--- config.mk ---
export PLATFORM = sky130hd
export DESIGN_NAME = npc_lsu_flat
export DESIGN_NICKNAME = d
export VERILOG_FILES = /design/src/rtl/npc_lsu_if.sv /design/src/rtl/npc_lsu.sv /design/src/flat_wrapper.sv
export SDC_FILE = /design/constraint.sdc
export NUM_CORES = 1
export LEC_CHECK = 0
export ABC_AREA = 1
export BUFFER_PORTS_ARGS = -buffer_cell sky130_fd_sc_hd__buf_2
export CORE_UTILIZATION = 53
export DETAILED_ROUTE_END_ITERATION = 6
export PLACE_DENSITY = 0.82
export SLEW_MARGIN = 15
export SYNTH_ARGS = -nofsm -noshare
export SYNTH_HDL_FRONTEND = slang
export SYNTH_SLANG_ARGS = --single-unit
--- constraint.sdc ---
create_clock -name clk -period 7.8 [get_ports clk]
set_input_delay 0.39 -clock clk [delete_from_list [all_inputs] [get_ports clk]]
set_output_delay 0.39 -clock clk [all_outputs]
set_load 0.02 [all_outputs]
--- src/rtl/npc_lsu_if.sv ---
// npc_lsu_if: EXU-side op/completion and data-memory request/response signals of the LSU.
interface npc_lsu_if #(parameter int DATA_WIDTH = 32);
  logic                  in_valid;
  logic                  in_ready;
  logic                  in_wen;
  logic [1:0]            in_size;
  logic                  in_unsigned;
  logic [DATA_WIDTH-1:0] in_addr;
  logic [DATA_WIDTH-1:0] in_wdata;
  logic                  out_valid;
  logic [DATA_WIDTH-1:0] out_rdata;
  logic                  out_err;
  logic                  mem_req_valid;
  logic                  mem_req_ready;
  logic [DATA_WIDTH-1:0] mem_addr;
  logic                  mem_wen;
  logic [DATA_WIDTH-1:0] mem_wdata;
  logic [3:0]            mem_wmask;
  logic                  mem_resp_valid;
  logic [DATA_WIDTH-1:0] mem_rdata;
  modport master (
    input  in_valid, in_wen, in_size, in_unsigned, in_addr, in_wdata,
    input  mem_req_ready, mem_resp_valid, mem_rdata,
    output in_ready, out_valid, out_rdata, out_err,
    output mem_req_valid, mem_addr, mem_wen, mem_wdata, mem_wmask
  );
  modport slave (
    output in_valid, in_wen, in_size, in_unsigned, in_addr, in_wdata,
    output mem_req_ready, mem_resp_valid, mem_rdata,
    input  in_ready, out_valid, out_rdata, out_err,
    input  mem_req_valid, mem_addr, mem_wen, mem_wdata, mem_wmask
  );
endinterface

--- src/rtl/npc_lsu.sv ---
// npc_lsu: single-outstanding load/store unit driving a word-aligned valid/ready data-memory port.
module npc_lsu #(parameter int DATA_WIDTH = 32) (
  input logic       clk,
  input logic       rst,
  npc_lsu_if.master bus
);
  localparam logic [1:0] IDLE = 2'd0, REQ = 2'd1, RESP = 2'd2, DONE = 2'd3;
  logic [1:0]            state, size, off;
  logic                  wen, uns, mis;
  logic [DATA_WIDTH-1:0] wd, sh, ld;
  logic [3:0]            mask;
  always_comb begin
    mis = bus.in_size == 2'b11 || (bus.in_size == 2'b01 && bus.in_addr[0]) ||
          (bus.in_size == 2'b10 && bus.in_addr[1:0] != 2'b00);
    wd = bus.in_size == 2'b00 ? {4{bus.in_wdata[7:0]}} :
         bus.in_size == 2'b01 ? {2{bus.in_wdata[15:0]}} : bus.in_wdata;
    mask = !bus.in_wen ? 4'b0000 :
           bus.in_size == 2'b00 ? 4'b0001 << bus.in_addr[1:0] :
           bus.in_size == 2'b01 ? 4'b0011 << bus.in_addr[1:0] : 4'b1111;
    sh = bus.mem_rdata >> {off, 3'b000};
    ld = size == 2'b00 ? {{(DATA_WIDTH-8){~uns & sh[7]}}, sh[7:0]} :
         size == 2'b01 ? {{(DATA_WIDTH-16){~uns & sh[15]}}, sh[15:0]} : sh;
  end
  assign bus.in_ready      = state == IDLE && !rst;
  assign bus.out_valid     = state == DONE;
  assign bus.mem_req_valid = state == REQ;
  always_ff @(posedge clk or posedge rst) begin
    if (rst) begin
      state         <= IDLE;
      size          <= 2'b00;
      off           <= 2'b00;
      wen           <= 1'b0;
      uns           <= 1'b0;
      bus.mem_addr  <= '0;
      bus.mem_wen   <= 1'b0;
      bus.mem_wdata <= '0;
      bus.mem_wmask <= 4'b0000;
      bus.out_rdata <= '0;
      bus.out_err   <= 1'b0;
    end else begin
      if (state == IDLE && bus.in_valid) begin
        state         <= mis ? DONE : REQ;
        size          <= bus.in_size;
        off           <= bus.in_addr[1:0];
        wen           <= bus.in_wen;
        uns           <= bus.in_unsigned;
        bus.mem_addr  <= {bus.in_addr[DATA_WIDTH-1:2], 2'b00};
        bus.mem_wen   <= bus.in_wen;
        bus.mem_wdata <= wd;
        bus.mem_wmask <= mask;
        bus.out_err   <= mis;
        if (mis) bus.out_rdata <= '0;
      end
      if (state == REQ && bus.mem_req_ready) state <= RESP;
      if (state == RESP && bus.mem_resp_valid) begin
        state         <= DONE;
        bus.out_rdata <= wen ? '0 : ld;
      end
      if (state == DONE) state <= IDLE;
    end
  end
endmodule

--- src/flat_wrapper.sv ---
// flat-port wrapper written by rule: the top's interface ports become plain ports
module npc_lsu_flat 
#(parameter int DATA_WIDTH = 32)
  (clk, rst, bus_in_valid, bus_in_wen, bus_in_size, bus_in_unsigned, bus_in_addr, bus_in_wdata, bus_mem_req_ready, bus_mem_resp_valid, bus_mem_rdata, bus_in_ready, bus_out_valid, bus_out_rdata, bus_out_err, bus_mem_req_valid, bus_mem_addr, bus_mem_wen, bus_mem_wdata, bus_mem_wmask);
  npc_lsu_if #(.DATA_WIDTH(DATA_WIDTH)) bus_i ();
  input logic clk;
  input logic rst;
  input wire logic [$bits(bus_i.in_valid)-1:0] bus_in_valid;
  input wire logic [$bits(bus_i.in_wen)-1:0] bus_in_wen;
  input wire logic [$bits(bus_i.in_size)-1:0] bus_in_size;
  input wire logic [$bits(bus_i.in_unsigned)-1:0] bus_in_unsigned;
  input wire logic [$bits(bus_i.in_addr)-1:0] bus_in_addr;
  input wire logic [$bits(bus_i.in_wdata)-1:0] bus_in_wdata;
  input wire logic [$bits(bus_i.mem_req_ready)-1:0] bus_mem_req_ready;
  input wire logic [$bits(bus_i.mem_resp_valid)-1:0] bus_mem_resp_valid;
  input wire logic [$bits(bus_i.mem_rdata)-1:0] bus_mem_rdata;
  output wire logic [$bits(bus_i.in_ready)-1:0] bus_in_ready;
  output wire logic [$bits(bus_i.out_valid)-1:0] bus_out_valid;
  output wire logic [$bits(bus_i.out_rdata)-1:0] bus_out_rdata;
  output wire logic [$bits(bus_i.out_err)-1:0] bus_out_err;
  output wire logic [$bits(bus_i.mem_req_valid)-1:0] bus_mem_req_valid;
  output wire logic [$bits(bus_i.mem_addr)-1:0] bus_mem_addr;
  output wire logic [$bits(bus_i.mem_wen)-1:0] bus_mem_wen;
  output wire logic [$bits(bus_i.mem_wdata)-1:0] bus_mem_wdata;
  output wire logic [$bits(bus_i.mem_wmask)-1:0] bus_mem_wmask;
  assign bus_i.in_valid = bus_in_valid;
  assign bus_i.in_wen = bus_in_wen;
  assign bus_i.in_size = bus_in_size;
  assign bus_i.in_unsigned = bus_in_unsigned;
  assign bus_i.in_addr = bus_in_addr;
  assign bus_i.in_wdata = bus_in_wdata;
  assign bus_i.mem_req_ready = bus_mem_req_ready;
  assign bus_i.mem_resp_valid = bus_mem_resp_valid;
  assign bus_i.mem_rdata = bus_mem_rdata;
  assign bus_in_ready = bus_i.in_ready;
  assign bus_out_valid = bus_i.out_valid;
  assign bus_out_rdata = bus_i.out_rdata;
  assign bus_out_err = bus_i.out_err;
  assign bus_mem_req_valid = bus_i.mem_req_valid;
  assign bus_mem_addr = bus_i.mem_addr;
  assign bus_mem_wen = bus_i.mem_wen;
  assign bus_mem_wdata = bus_i.mem_wdata;
  assign bus_mem_wmask = bus_i.mem_wmask;
  npc_lsu #(.DATA_WIDTH(DATA_WIDTH)) u_core (.clk(clk), .rst(rst), .bus(bus_i));
endmodule
=== After elaboration in Yosys (flattened, before gate mapping) ===
Cells that the tools add are included.

* Register bits after elaboration: 107
* Word-level logic and storage cells: 56

* Reductions and logical operators: 17
* Bitwise logic cells: 3
* Shifts and indexed selects: 3
* Muxes and demuxes: 16
* Equal/unequal tests: 7

{| class="wikitable"
|+ Operators by type and width
! kind !! count
|-
| $mux 32 || 8
|-
| $shr 32x5->32 || 1
|-
| $mux 4 || 3
|-
| $mux 2 || 5
|-
| $eq 2x2->1 const B || 4
|-
| $eq 2x1->1 const B || 3
|-
| $logic_and 1x1->1 || 6
|-
| $logic_not 2->1 || 3
|-
| $reduce_bool 2->1 || 3
|-
| $reduce_bool 4->1 || 1
|-
| $shl 1x2->4 const A || 1
|-
| $shl 2x2->4 const A || 1
|-
| $and 1x1->1 || 2
|-
| $logic_or 1x1->1 || 2
|-
| $reduce_and 2->1 || 1
|-
| $logic_not 1->1 || 1
|-
| $not 1->1 || 1
|}

=== Depth between registers and ports, before layout ===
* Word-level depth: 9
* Gate-level depth with buffers: 11

=== Worst setup path before layout ===
OpenSTA, ideal clock, no wires.

* Path kind: register to output
* Start point: reg u_core.state[1]
* End point: out bus_in_ready
* Path slack: 6469 ps
* Stages on the path, launching flop included: 2
* Arrival: 941 ps
* Cells stage by stage: dfrtp_1 -> nor3_1

* Word-level cells in the longest chain between the ends: 2

{| class="wikitable"
|+ Ends and longest elaborated chain
! what !! line !! RTL
|-
| start: declaration || npc_lsu.sv:8 || <nowiki>logic [1:0] state, size, off;</nowiki>
|-
| start signal: assignment || npc_lsu.sv:42 || <nowiki>state <= mis ? DONE : REQ;</nowiki>
|-
| $logic_not 2->1 || npc_lsu.sv:24 || <nowiki>assign bus.in_ready = state == IDLE && !rst;</nowiki>
|-
| $logic_and 1x1->1 || npc_lsu.sv:24 ||
|-
| end: declaration || flat_wrapper.sv:17 || <nowiki>output wire logic [$bits(bus_i.in_ready)-1:0] bus_in_ready;</nowiki>
|}

No other way between the ends.

=== Final worst setup path ===
* Start point: reg u_core.state[1]
* End point: reg u_core.bus.mem_wmask[3]

* Word-level cells in the longest chain between the ends: 2

{| class="wikitable"
|+ Ends and longest elaborated chain
! what !! line !! RTL
|-
| $logic_not 2->1 || npc_lsu.sv:41 || <nowiki>if (state == IDLE && bus.in_valid) begin</nowiki>
|-
| $logic_and 1x1->1 || npc_lsu.sv:41 ||
|-
| end signal: assignment || npc_lsu.sv:50 || <nowiki>bus.mem_wmask <= mask;</nowiki>
|-
| end: declaration || npc_lsu_if.sv:25 || <nowiki>output mem_req_valid, mem_addr, mem_wen, mem_wdata, mem_wmask</nowiki>
|}

No other way between the ends.
A chain may end at the register's enable or synchronous reset.

==> flow_summary.yaml <==
run_status:
  status: "complete, no violations"
clocking:
  clk_latency_ns: 0.36
  cts-hold-fix-buffers: 0
  cts_buffers: 9
  ctsRootBufferMaster: "clkbuf_8"
  path_clk_slew_ns: 0.10
  ctsResizeCount: 0
  cts_setup_buffers: 0
  cts_sinks: 107
  htree_levels: 3
  clockBufferDepth: 2
  cts_tree: "done"
flow_run:
  cap_violations: 0
global_routing:
  antenna_found_initial: 0
  overflow: 0
  grt_pass1_vias: 4834
  grt_use_total_pct: 28.8
  grt_pass1_wl_mm: 23.1
  grt_max_degree: 87
critical_path:
  crit_fanout: 86
  arrival_ns: 2.60
  crit_chain: "inv_2 > nand3_2 > buf_4 > inv_2 > nand2_1 > o21ai_0"
  critPathMaxStageDelay_ns: 0.60
  end_kind: "flop"
  worstSetupPathType: "flop to flop"
  cp_data_required_time_ns: 8.04
  slowest_stage: "buf_4"
  start_kind: "flop"
  crit_top_cell: "inv_2"
synthesis:
  avgSynthCellArea_um2: 7.71
  synth_cells: 676
  ys_types: 26
  yosys_warnings: 0
  ys_seq_area_share_pct: 51.4
  synth_area_um2: 5210
  synth-seq-cells: 107
floorplan:
  chipWidth_um: 101
  num_rows: 35
  die_h_um: 101
  die_area_um2: 10200
  initial_utilization_pct: 55.6
  num_io_pins: 210
  core_area_um2: 9370
sta:
  max_slew_margin_pct: 32.1
  setup_viol: 0
  setup_tns_ns: 0
  final_max_slew_viol_count: 0
  hold_viol: 0
  finalCriticalPeriod_ns: 2.36
  fmax_mhz: 424
  fin_hold_ws_ns: 0.0297
  period_share_pct: 30.3
  grt_setup_unrepaired: "false"
  fin_skew_ns: 0.0103
  tightest_slew_ns: 1.02
  layout_setup_ws_ns: 5.44
pwr:
  fin_total_pwr_w: 0.00261
  vdd_drop_max_uv: 215
  powerDensity_nw_per_um2: 408
  p_leak_nw: 3.71
routing:
  routed-wl-met2_mm: 6.93
  vias_per_cell: 5.19
  wirelength_mm: 14.4
  wire_per_inst_um: 14.5
  maxUsedRoutingLayer: "met4"
  vias: 5133
  dr_wl_met3_mm: 1.11
  drt_drc_violations_left: 0
  ant_nets: 0
  first_iter_violations: 356
  drt-pass1-iter-count: 5
  wl_met1_mm: 6.02
placed_design:
  port_buffers: 207
  gp_congestion: 0.897
  hpwl_mm: 10.2
  place_inst: 973
  dp_slack_ns: 5.46
finish:
  nets: 964
  mostFrequentLayoutCell: "nand2_1"
  drive_gt1_share_pct: 27.9
  area_delta_synth_final_pct: 22.9
  n_antenna_cell: 0
  final_cells: 989
  layout_common_cells: "nand2_1, buf_2, dfrtp_1, nor2_1, a21oi_1"
worst_hold_path:
  hp-class: "input port to asynchronous set/reset pin"
==> report_power, final <==
part	total (W)	switching (W)	internal [W]
Clock	0.000360	0.000199	0.000161
Combinational	0.00128	0.000877	0.000407
Sequential	0.000969	0.000172	0.000797
Total	0.00261	0.00125	0.00136
==> through the flow <==
| stage | util (%) | instance area [µm²] |
|---|---|---|
| detailed placement | 66.1 | 6200 |
| global placement | 66.1 | 6200 |
| finish | 68.4 | 6410 |
| CTS | 68.4 | 6410 |
| floorplan | - | 5220 |
| global route | 68.4 | 6410 |
==> metal layers <==
| metal | vias up | track usage [%] |
|---|---|---|
| li1 | 2485 | - |
| met1 | 2395 | 38.4 |
| met4 | 0 | 8.81 |
| met2 | 226 | 47.2 |
| met3 | 27 | 6.69 |
| met5 | - | 0 |
==> layout make-up <==
| class | instances | area [µm²] |
|---|---|---|
| Clock buffer | 10 | 138 |
| Clock inverter | 6 | 73.8 |
| Fill cell | 829 | 2960 |
| Inverter | 34 | 133 |
| Multi-Input combinational cell | 493 | 2170 |
| Sequential cell | 107 | 2680 |
| Tap cell | 129 | 161 |
| Timing Repair Buffer | 210 | 1060 |
==> critical path, delay by kind of cell, from the launching register on <==
| kind | cells | cell delay [ns] |
|---|---|---|
| DFF | 1 | 0.48 |
| and+or+nand+nor | 2 | 0.38 |
| AOI/OAI and AO/OA | 1 | 0.12 |
| buffers and inverters | 3 | 1.21 |
==> sequential cells by signal, indices dropped and copies added (netlist names) <==
name and flops:
u_core.bus.mem_wmask 4, u_core.bus.mem_wen 1, u_core.off 2, u_core.size 2
u_core.bus.out_rdata 32, u_core.bus.out_err 1, u_core.bus.mem_wdata 32, u_core.state 2
u_core.bus.mem_addr 30, u_core.uns 1
==> logic make-up after synthesis <==
logic type / Yosys count / share of synthesized area, %
and+or+nand+nor: 390 / 30.3
other: 1 / 0.0719
adders and majority gates: 4 / 0.960
AOI/OAI and AO/OA: 97 / 10.1
buffers and inverters: 77 / 7.13
DFF: 107 / 51.4
==> synthesized netlist by cell type, drive strengths merged <==
master,instances,area [µm²]
dfrtp,107,2680
ha,4,50.1
o211ai,7,52.6
clkbuf,10,37.5
a31oi,8,50.1
conb,1,3.75
buf,33,204
clkinv,1,3.75
inv,33,126
nor2,50,204
nand2,297,1120
a22oi,1,12.5
o21ai,29,149
a21oi,49,245
nand3,42,250
o22ai,3,18.8
nor3,1,5.00
==> path summary, 6_finish.rpt <==
kind	from	end	slack [ns]	depth (start not counted)
worst max register to register	u_core.state[1]	u_core.bus.mem_wmask[3]	5.44	6
worst max-delay path	u_core.state[1]	u_core.bus.mem_wmask[3]	5.44	6
max in group asynchronous	rst	u_core.bus.mem_addr[26]	6.49	3
min in group clk	bus_in_addr[4]	u_core.bus.mem_addr[4]	0.21	3
worst min register to register	u_core.bus.out_rdata[3]	u_core.bus.out_rdata[3]	0.48	2
worst min-delay path	rst	u_core.bus.out_rdata[7]	0.03	2
(Power assumes the default switching activity.)
